**src/rtl/clk_div_if.sv**
```systemverilog
// Divided-clock output bundle: level clock plus one-cycle tick strobe.
interface clk_div_if;
    logic clkout;
    logic tick;

    modport master (output clkout, output tick);
    modport slave  (input  clkout, input  tick);
endinterface

```
**src/rtl/clk_div.sv**
```systemverilog
// Integer clock divider: registered clkout level and a tick strobe that
// marks each clkout rising edge, both in the clk domain.
module clk_div #(
    parameter int DIV_N       = 326,
    parameter int HIGH_CYCLES = (DIV_N + 1) / 2
) (
    input  logic      clk,
    input  logic      rst_n,
    clk_div_if.master bus
);

    if (DIV_N < 2 || HIGH_CYCLES < 1 || HIGH_CYCLES > DIV_N - 1) begin : g_bad
        $error("clk_div: illegal DIV_N / HIGH_CYCLES");
    end

    localparam int W = $clog2(DIV_N);
    localparam logic [W-1:0] LAST = W'(DIV_N - 1);
    localparam logic [W-1:0] HI   = W'(HIGH_CYCLES);

    logic [W-1:0] cnt;
    logic         clkout_q;
    logic         tick_q;

    // Outputs decode the pre-edge count, so they lag cnt by one cycle
    always_ff @(posedge clk or negedge rst_n) begin
        if (!rst_n) begin
            cnt      <= '0;
            clkout_q <= 1'b0;
            tick_q   <= 1'b0;
        end else begin
            cnt      <= (cnt == LAST) ? '0 : cnt + 1'b1;
            clkout_q <= (cnt < HI);
            tick_q   <= (cnt == '0);
        end
    end

    assign bus.clkout = clkout_q;
    assign bus.tick   = tick_q;

endmodule

```
**src/flat_wrapper.sv**
```systemverilog
// flat-port wrapper written by rule: the top's interface ports become plain ports
module clk_div_flat 
#(
    parameter int DIV_N       = 326,
    parameter int HIGH_CYCLES = (DIV_N + 1) / 2
)
  (clk, rst_n, bus_clkout, bus_tick);
  clk_div_if bus_i ();
  input  logic clk;
  input  logic rst_n;
  output wire logic [$bits(bus_i.clkout)-1:0] bus_clkout;
  output wire logic [$bits(bus_i.tick)-1:0] bus_tick;
  assign bus_clkout = bus_i.clkout;
  assign bus_tick = bus_i.tick;
  clk_div #(.DIV_N(DIV_N), .HIGH_CYCLES(HIGH_CYCLES)) u_core (.clk(clk), .rst_n(rst_n), .bus(bus_i));
endmodule
```
**config.mk**
```make
export PLATFORM = sky130hd
export DESIGN_NAME = clk_div_flat
export DESIGN_NICKNAME = d
export VERILOG_FILES = /design/src/rtl/clk_div_if.sv /design/src/rtl/clk_div.sv /design/src/flat_wrapper.sv
export SDC_FILE = /design/constraint.sdc
export NUM_CORES = 1
export LEC_CHECK = 0
export BUFFER_PORTS_ARGS = -buffer_cell sky130_fd_sc_hd__buf_2
export CAP_MARGIN = 20
export CORE_MARGIN = 2
export CORE_UTILIZATION = 34
export DETAILED_ROUTE_END_ITERATION = 10
export PLACE_DENSITY = 0.59
export SETUP_SLACK_MARGIN = 0.3
export SLEW_MARGIN = 40
export SYNTH_ARGS = -nofsm -noshare
export SYNTH_HDL_FRONTEND = slang
export SYNTH_SLANG_ARGS = --single-unit
export TNS_END_PERCENT = 20
```
**constraint.sdc**
```tcl
create_clock -name clk -period 2.2 [get_ports clk]
set_input_delay 0.33 -clock clk [delete_from_list [all_inputs] [get_ports clk]]
set_output_delay 0.33 -clock clk [all_outputs]
set_load 0.02 [all_outputs]
```
==> results.json, run 1 <==
{
  "drtPass1Iterations": 4,
  "gp_congestion": 0.766,
  "met3_length_um": 54,
  "wl_per_cell_um": 12.1,
  "status": "complete, no violations",
  "synth_nets": 53,
  "peakVddDrop_uv": 266,
  "htree_num_levels": 1,
  "cts_tree": "built",
  "cp.required_ns": 2.41,
  "die_y_um": 43.6,
  "place_ws_ns": 0.758,
  "cts_setup_buffers": 0,
  "synth_top_area_share_pct": 51.6,
  "dieArea_um2": 1900,
  "power.density_nw_per_um2": 585,
  "synth_common_cells": "11 x dfrtp_1, 5 x nor2_1",
  "top_layer": "met4",
  "grt_antenna_before_repair": 0,
  "drv_slew": 0,
  "cts_buffers": 3,
  "netlist_area_um2": 533,
  "start_util_pct": 35.8,
  "cts_sinks": 11,
  "clk_latency_ns": 0.28,
  "yosysMostFrequentCell": "dfrtp_1",
  "grt_max_degree": 12,
  "relSlewSlack_pct": 83.6,
  "synthArstFlopShare_pct": 100,
  "synth_top_cell_by_area": "dfrtp_1",
  "m1WireLength_um": 458,
  "finalSetupTns_ns": 0,
  "layout.nets": 61,
  "grt-ovfl-total": 0,
  "cp.arrival_ns": 1.68,
  "maxCapViolCount": 0,
  "cts_root_buf": "clkbuf_4",
  "synth_compound_area_share_pct": 7.28,
  "yosys.area_share.xor_xnor_pct": 8.22,
  "hold_violations": 0,
  "synth-edff-count": 0,
  "syn2layout_area_growth_pct": 12.4,
  "drc": 0,
  "worstMarginPinSlew_ns": 0.246,
  "worst_setup_path_start_kind": "flop",
  "grt_pass1_vias": 318,
  "finalPower_mw": 0.351,
  "cp-end-kind": "flop",
  "synthSimpleGateAreaFrac_pct": 20.9,
  "ys.flop_type": "dfrtp_1",
  "wl_met2_um": 330,
  "postSynthCellCount": 48,
  "ys_warn_count": 0,
  "synth_top_family_by_area": "simple AND/OR/NAND/NOR gates",
  "place_area_um2": 563,
  "synth_adder_area_share_pct": 7.04,
  "port_buffers": 3,
  "skew_ns": 0.00650,
  "gr-usage-all-layers_pct": 11.1,
  "layout_min_cycle_time_ns": 1.47,
  "avgSynthCellArea_um2": 11.1,
  "placed_cells": 66,
  "yosys-top-cells-area": "dfrtp_1 52%, ha_1 7.0%, xor2_1 4.9%",
  "diodes": 0,
  "drive_above_1_share_pct": 16.4,
  "hold_path_class": "in -> async",
  "dr_total_vias": 348,
  "p_leak_nw": 0.267,
  "hpwl_um": 621,
  "clkTransAtPathRegs_ns": 0.07,
  "crit_fanout": 7,
  "finalInstanceArea_um2": 599,
  "final_cells": 71,
  "final_antenna_net_count": 0,
  "critPathKind": "reg -> reg",
  "muxShareOfSynthArea_pct": 1.88,
  "ys_seq_area_share_pct": 51.6,
  "routed_wl_um": 857,
  "clock.fmax_mhz": 678,
  "drt-vias-per-instance": 4.90,
  "ys_seq_elements": 11,
  "die_x_um": 43.6,
  "ys_types": 21,
  "fillers": 145,
  "rsz0062_at_grt": "no",
  "coreArea_um2": 1490,
  "clock_path_buffers": 2,
  "cp-startpoint": "u_core.cnt[0]",
  "setup_viol": 0,
  "num_rows": 14,
  "drt_iter0_drc": 8,
  "fin_crit_sh_pct": 67.0,
  "grt_pass1_wl_um": 1410,
  "ios": 4,
  "r2r_start": "u_core.cnt[0]",
  "fin_ws_ns": 0.726
}
-- worst max-delay path, stage by stage (launching register included) --
cell	delay (ns)
dfrtp_1	0.45
ha_1	0.22
nand3_1	0.18
or3_1	0.39
a21oi_1	0.16
-- final cells by class --
| type | count | area, um2 | area share, % |
|---|---|---|---|
| multi-input combinational | 33 | 241 | 40.3 |
| clock buffer | 4 | 26.3 | 4.38 |
| sequential | 11 | 275 | 45.9 |
| inverter | 3 | 11.3 | 1.88 |
| timing repair buffer | 4 | 25.0 | 4.18 |
| tap | 16 | 20.0 | 3.34 |
-- layer usage --
layer | GRT usage (%) | up-vias
met2 | 13.8 | 7
met5 | 0 | -
met1 | 15.1 | 157
li1 | - | 182
met3 | 7.50 | 2
met4 | 3.64 | 0
-- placed cells by master, fill, tap and decap left out --
cell type,count
nor2b_1,1
or4_4,1
a21oi_1,3
nand2b_1,1
xor2_1,3
clkbuf_4,3
buf_2,3
nor3_1,1
o21ai_0,1
nor4_2,1
dlygate4sd3_1,1
a2111o_1,1
xnor2_1,2
or3_1,1
nand3_1,3
clkbuf_1,1
nor2_4,1
mux2i_1,1
ha_1,3
nor2_1,5
nand4_1,3
inv_1,3
a21o_1,1
dfrtp_1,11
-- registers in the layout (all words and copies together), names as in the netlist --
register,cells
u_core.cnt,9
u_core.bus.clkout,1
u_core.bus.tick,1
-- final timing paths --
path / to / slack [ns] / cells past startpoint
min in group clk: u_core.bus.tick / 0.52 / 1
min reg2reg: u_core.bus.tick / 0.52 / 1
max in group asynchronous: u_core.cnt[0] / 1.56 / 2
min: u_core.cnt[2] / 0.44 / 2
max: u_core.cnt[8] / 0.73 / 4
max reg2reg: u_core.cnt[8] / 0.73 / 4
-- what timing repair did --
action                    4_1_cts  5_1_grt
hold endpoints to repair       11        0
gates resized for setup         0        0
hold buffers                    1        0
-- cell families after synthesis --
family / count (synthesis)
compound gates: 6
flops: 11
mux: 1
simple gates: 18
xor+xnor: 5
buf+inv: 4
fa+ha+maj: 3
-- stage by stage --
stage | hold WS, ns | util (%)
after floorplan | 0.0344 | -
after global placement | 0.214 | 37.8
after global routing | 0.452 | 40.3
final | 0.437 | 40.3
after detailed placement | 0.210 | 37.8
after CTS | 0.443 | 40.3
-- report_power, final --
group	internal (mW)	leakage [nW]	switching, mW	total, mW
clock	0.0705	0.0150	0.0725	0.143
sequential	0.202	0.134	0	0.202
combinational	0.00181	0.118	0.00389	0.00570
total	0.274	0.267	0.0764	0.351
No activity file was read; power rests on OpenSTA's default activity.
==> run 2: changes to the inputs <==
- PLACE_DENSITY: 0.59 -> 0.61
- clock period: 2.2 -> 1.28 ns (I/O delays scaled with it)
==> run 2 against run 1 <==
Effect of this change: the flow now finishes with violations (negative setup slack); count of clock-buffer cells in the layout unchanged; critical path depth down 1; total power rose by 70%; sequential power increased by 72%; first-iteration DRC count fell by 38%; routed wire length rose by 16%; clock skew shrank 0.0034 ns; flip-flop and latch count unchanged; via count is 10% higher; critical endpoint is now u_core.cnt[6]; largest power group unchanged; highest routed layer is now met3.
==> results.json, run 2 (same netlist as run 1, synthesis figures left out) <==
{
  "num_rows": 14,
  "drt_iter0_drc": 5,
  "final_antenna_net_count": 0,
  "layout_min_cycle_time_ns": 1.32,
  "largest_reg_flops": 9,
  "dieArea_um2": 1900,
  "final_common_cell": "dfrtp_1",
  "clkTransAtPathRegs_ns": 0.07,
  "routed_wl_um": 992,
  "placed_cells": 75,
  "cts_root_buf": "clkbuf_4",
  "cp-startpoint": "u_core.cnt[7]",
  "maxCapViolCount": 0,
  "cp.required_ns": 1.43,
  "cts_sinks": 11,
  "clock_path_buffers": 2,
  "syn2layout_area_growth_pct": 32.4,
  "peakVddDrop_uv": 406,
  "critPathKind": "reg -> reg",
  "die_x_um": 43.6,
  "multi_input_area_um2": 255,
  "setup_viol": 7,
  "grt_pass1_wl_um": 1770,
  "drc": 0,
  "largest_register": "u_core.cnt",
  "status": "finished with violations",
  "cts_buffers": 3,
  "crit_fanout": 6,
  "port_buffers": 3,
  "die_y_um": 43.6,
  "grt_antenna_before_repair": 0,
  "relSlewSlack_pct": 83.5,
  "wl_per_cell_um": 12.2,
  "drive_above_1_share_pct": 36.9,
  "power.density_nw_per_um2": 844,
  "start_util_pct": 35.8,
  "worstMarginPinSlew_ns": 0.248,
  "ios": 4,
  "htree_num_levels": 1,
  "hold_path_class": "in -> async",
  "layout.nets": 71,
  "hold_violations": 0,
  "fin_crit_sh_pct": 103,
  "regArea_um2": 277,
  "grt_pass1_vias": 411,
  "drv_slew": 0,
  "gp_congestion": 0.740,
  "clock.fmax_mhz": 759,
  "gr-usage-all-layers_pct": 13.4,
  "fillers": 139,
  "worst_setup_path_start_kind": "flop",
  "fin_ws_ns": -0.0379,
  "cp.arrival_ns": 1.47,
  "rr_worst_depth": 3,
  "failed_checks": "negative setup slack",
  "coreArea_um2": 1490,
  "grt-ovfl-total": 0,
  "final_cell_mix": "10 x dfrtp_1, 9 x buf_4, 4 x nor2_1",
  "drt-vias-per-instance": 4.73,
  "cts_tree": "built",
  "place_ws_ns": -0.0144,
  "skew_ns": 0.00311,
  "hold_slack_ns": 0.314,
  "cp-end-kind": "flop",
  "p_leak_nw": 0.320,
  "r2r_start": "u_core.cnt[7]",
  "dr_total_vias": 383,
  "clk_latency_ns": 0.27,
  "grt_max_degree": 12,
  "drtPass1Iterations": 2,
  "rsz0062_at_grt": "yes",
  "diodes": 0,
  "hpwl_um": 707,
  "final_cells": 81
}
-- run 2: cell count changes in the layout (fill, tap and decap cells not counted), sizes merged --
| cell | delta |
|---|---|
| buf | +10 |
-- run 2: area by class of cell --
type | instances | area share [%]
Tap cell | 16 | 2.84
Timing Repair Buffer | 14 | 16.5
Clock buffer | 4 | 3.72
Inverter | 3 | 1.60
Multi-Input combinational cell | 33 | 36.2
Sequential cell | 11 | 39.2
-- run 2: timing repair --
item,4_1_cts,5_1_grt
pin swaps,6,5
hold buffers,1,0
cloned,0,0
hold endpoints to repair,11,0
setup endpoints to repair,11,13
setup buffers,0,1
resized for setup,1,7
-- run 2: worst paths after layout --
kind	endpoint	slack, ns
max in group asynchronous	u_core.cnt[1]	0.75
worst max register to register	u_core.cnt[6]	-0.04
worst min-delay path	u_core.cnt[0]	0.31
worst min register to register	u_core.bus.clkout	0.51
worst max-delay path	u_core.cnt[6]	-0.04
min in group clk	u_core.bus.clkout	0.51
-- run 2: power breakdown --
group          internal [mW]  switching [mW]  leakage, nW  total [mW]
sequential             0.347               0        0.132       0.347
clock                  0.121           0.118       0.0150       0.239
combinational        0.00311         0.00677        0.172     0.00988
total                  0.471           0.125        0.320       0.596
-- run 2: worst max-delay path, cell delays in order (launching register included) --
cell and delay [ns]:
dfrtp_1 0.37, or4_4 0.55, nor2_4 0.19, nor3_1 0.08
-- run 2: metrics by stage --
stage	total power [mW]	cell area [um2]	util [%]	TNS, ns
2_1_floorplan	0.354	541	-	0
3_3_place_gp	0.363	638	42.9	-0.0807
3_5_place_dp	0.363	638	42.9	-0.0184
4_1_cts	0.606	678	45.5	-0.135
5_1_grt	0.628	706	47.4	-0.573
6_report	0.596	706	47.4	-0.122
-- run 2: per-layer routing --
layer	global-route usage (%)	wire (um)	vias to the layer above
met5	0	0	-
met4	5.45	0	0
met3	6.25	37	0
met2	20.6	469	7
met1	16.2	485	178
li1	-	-	198
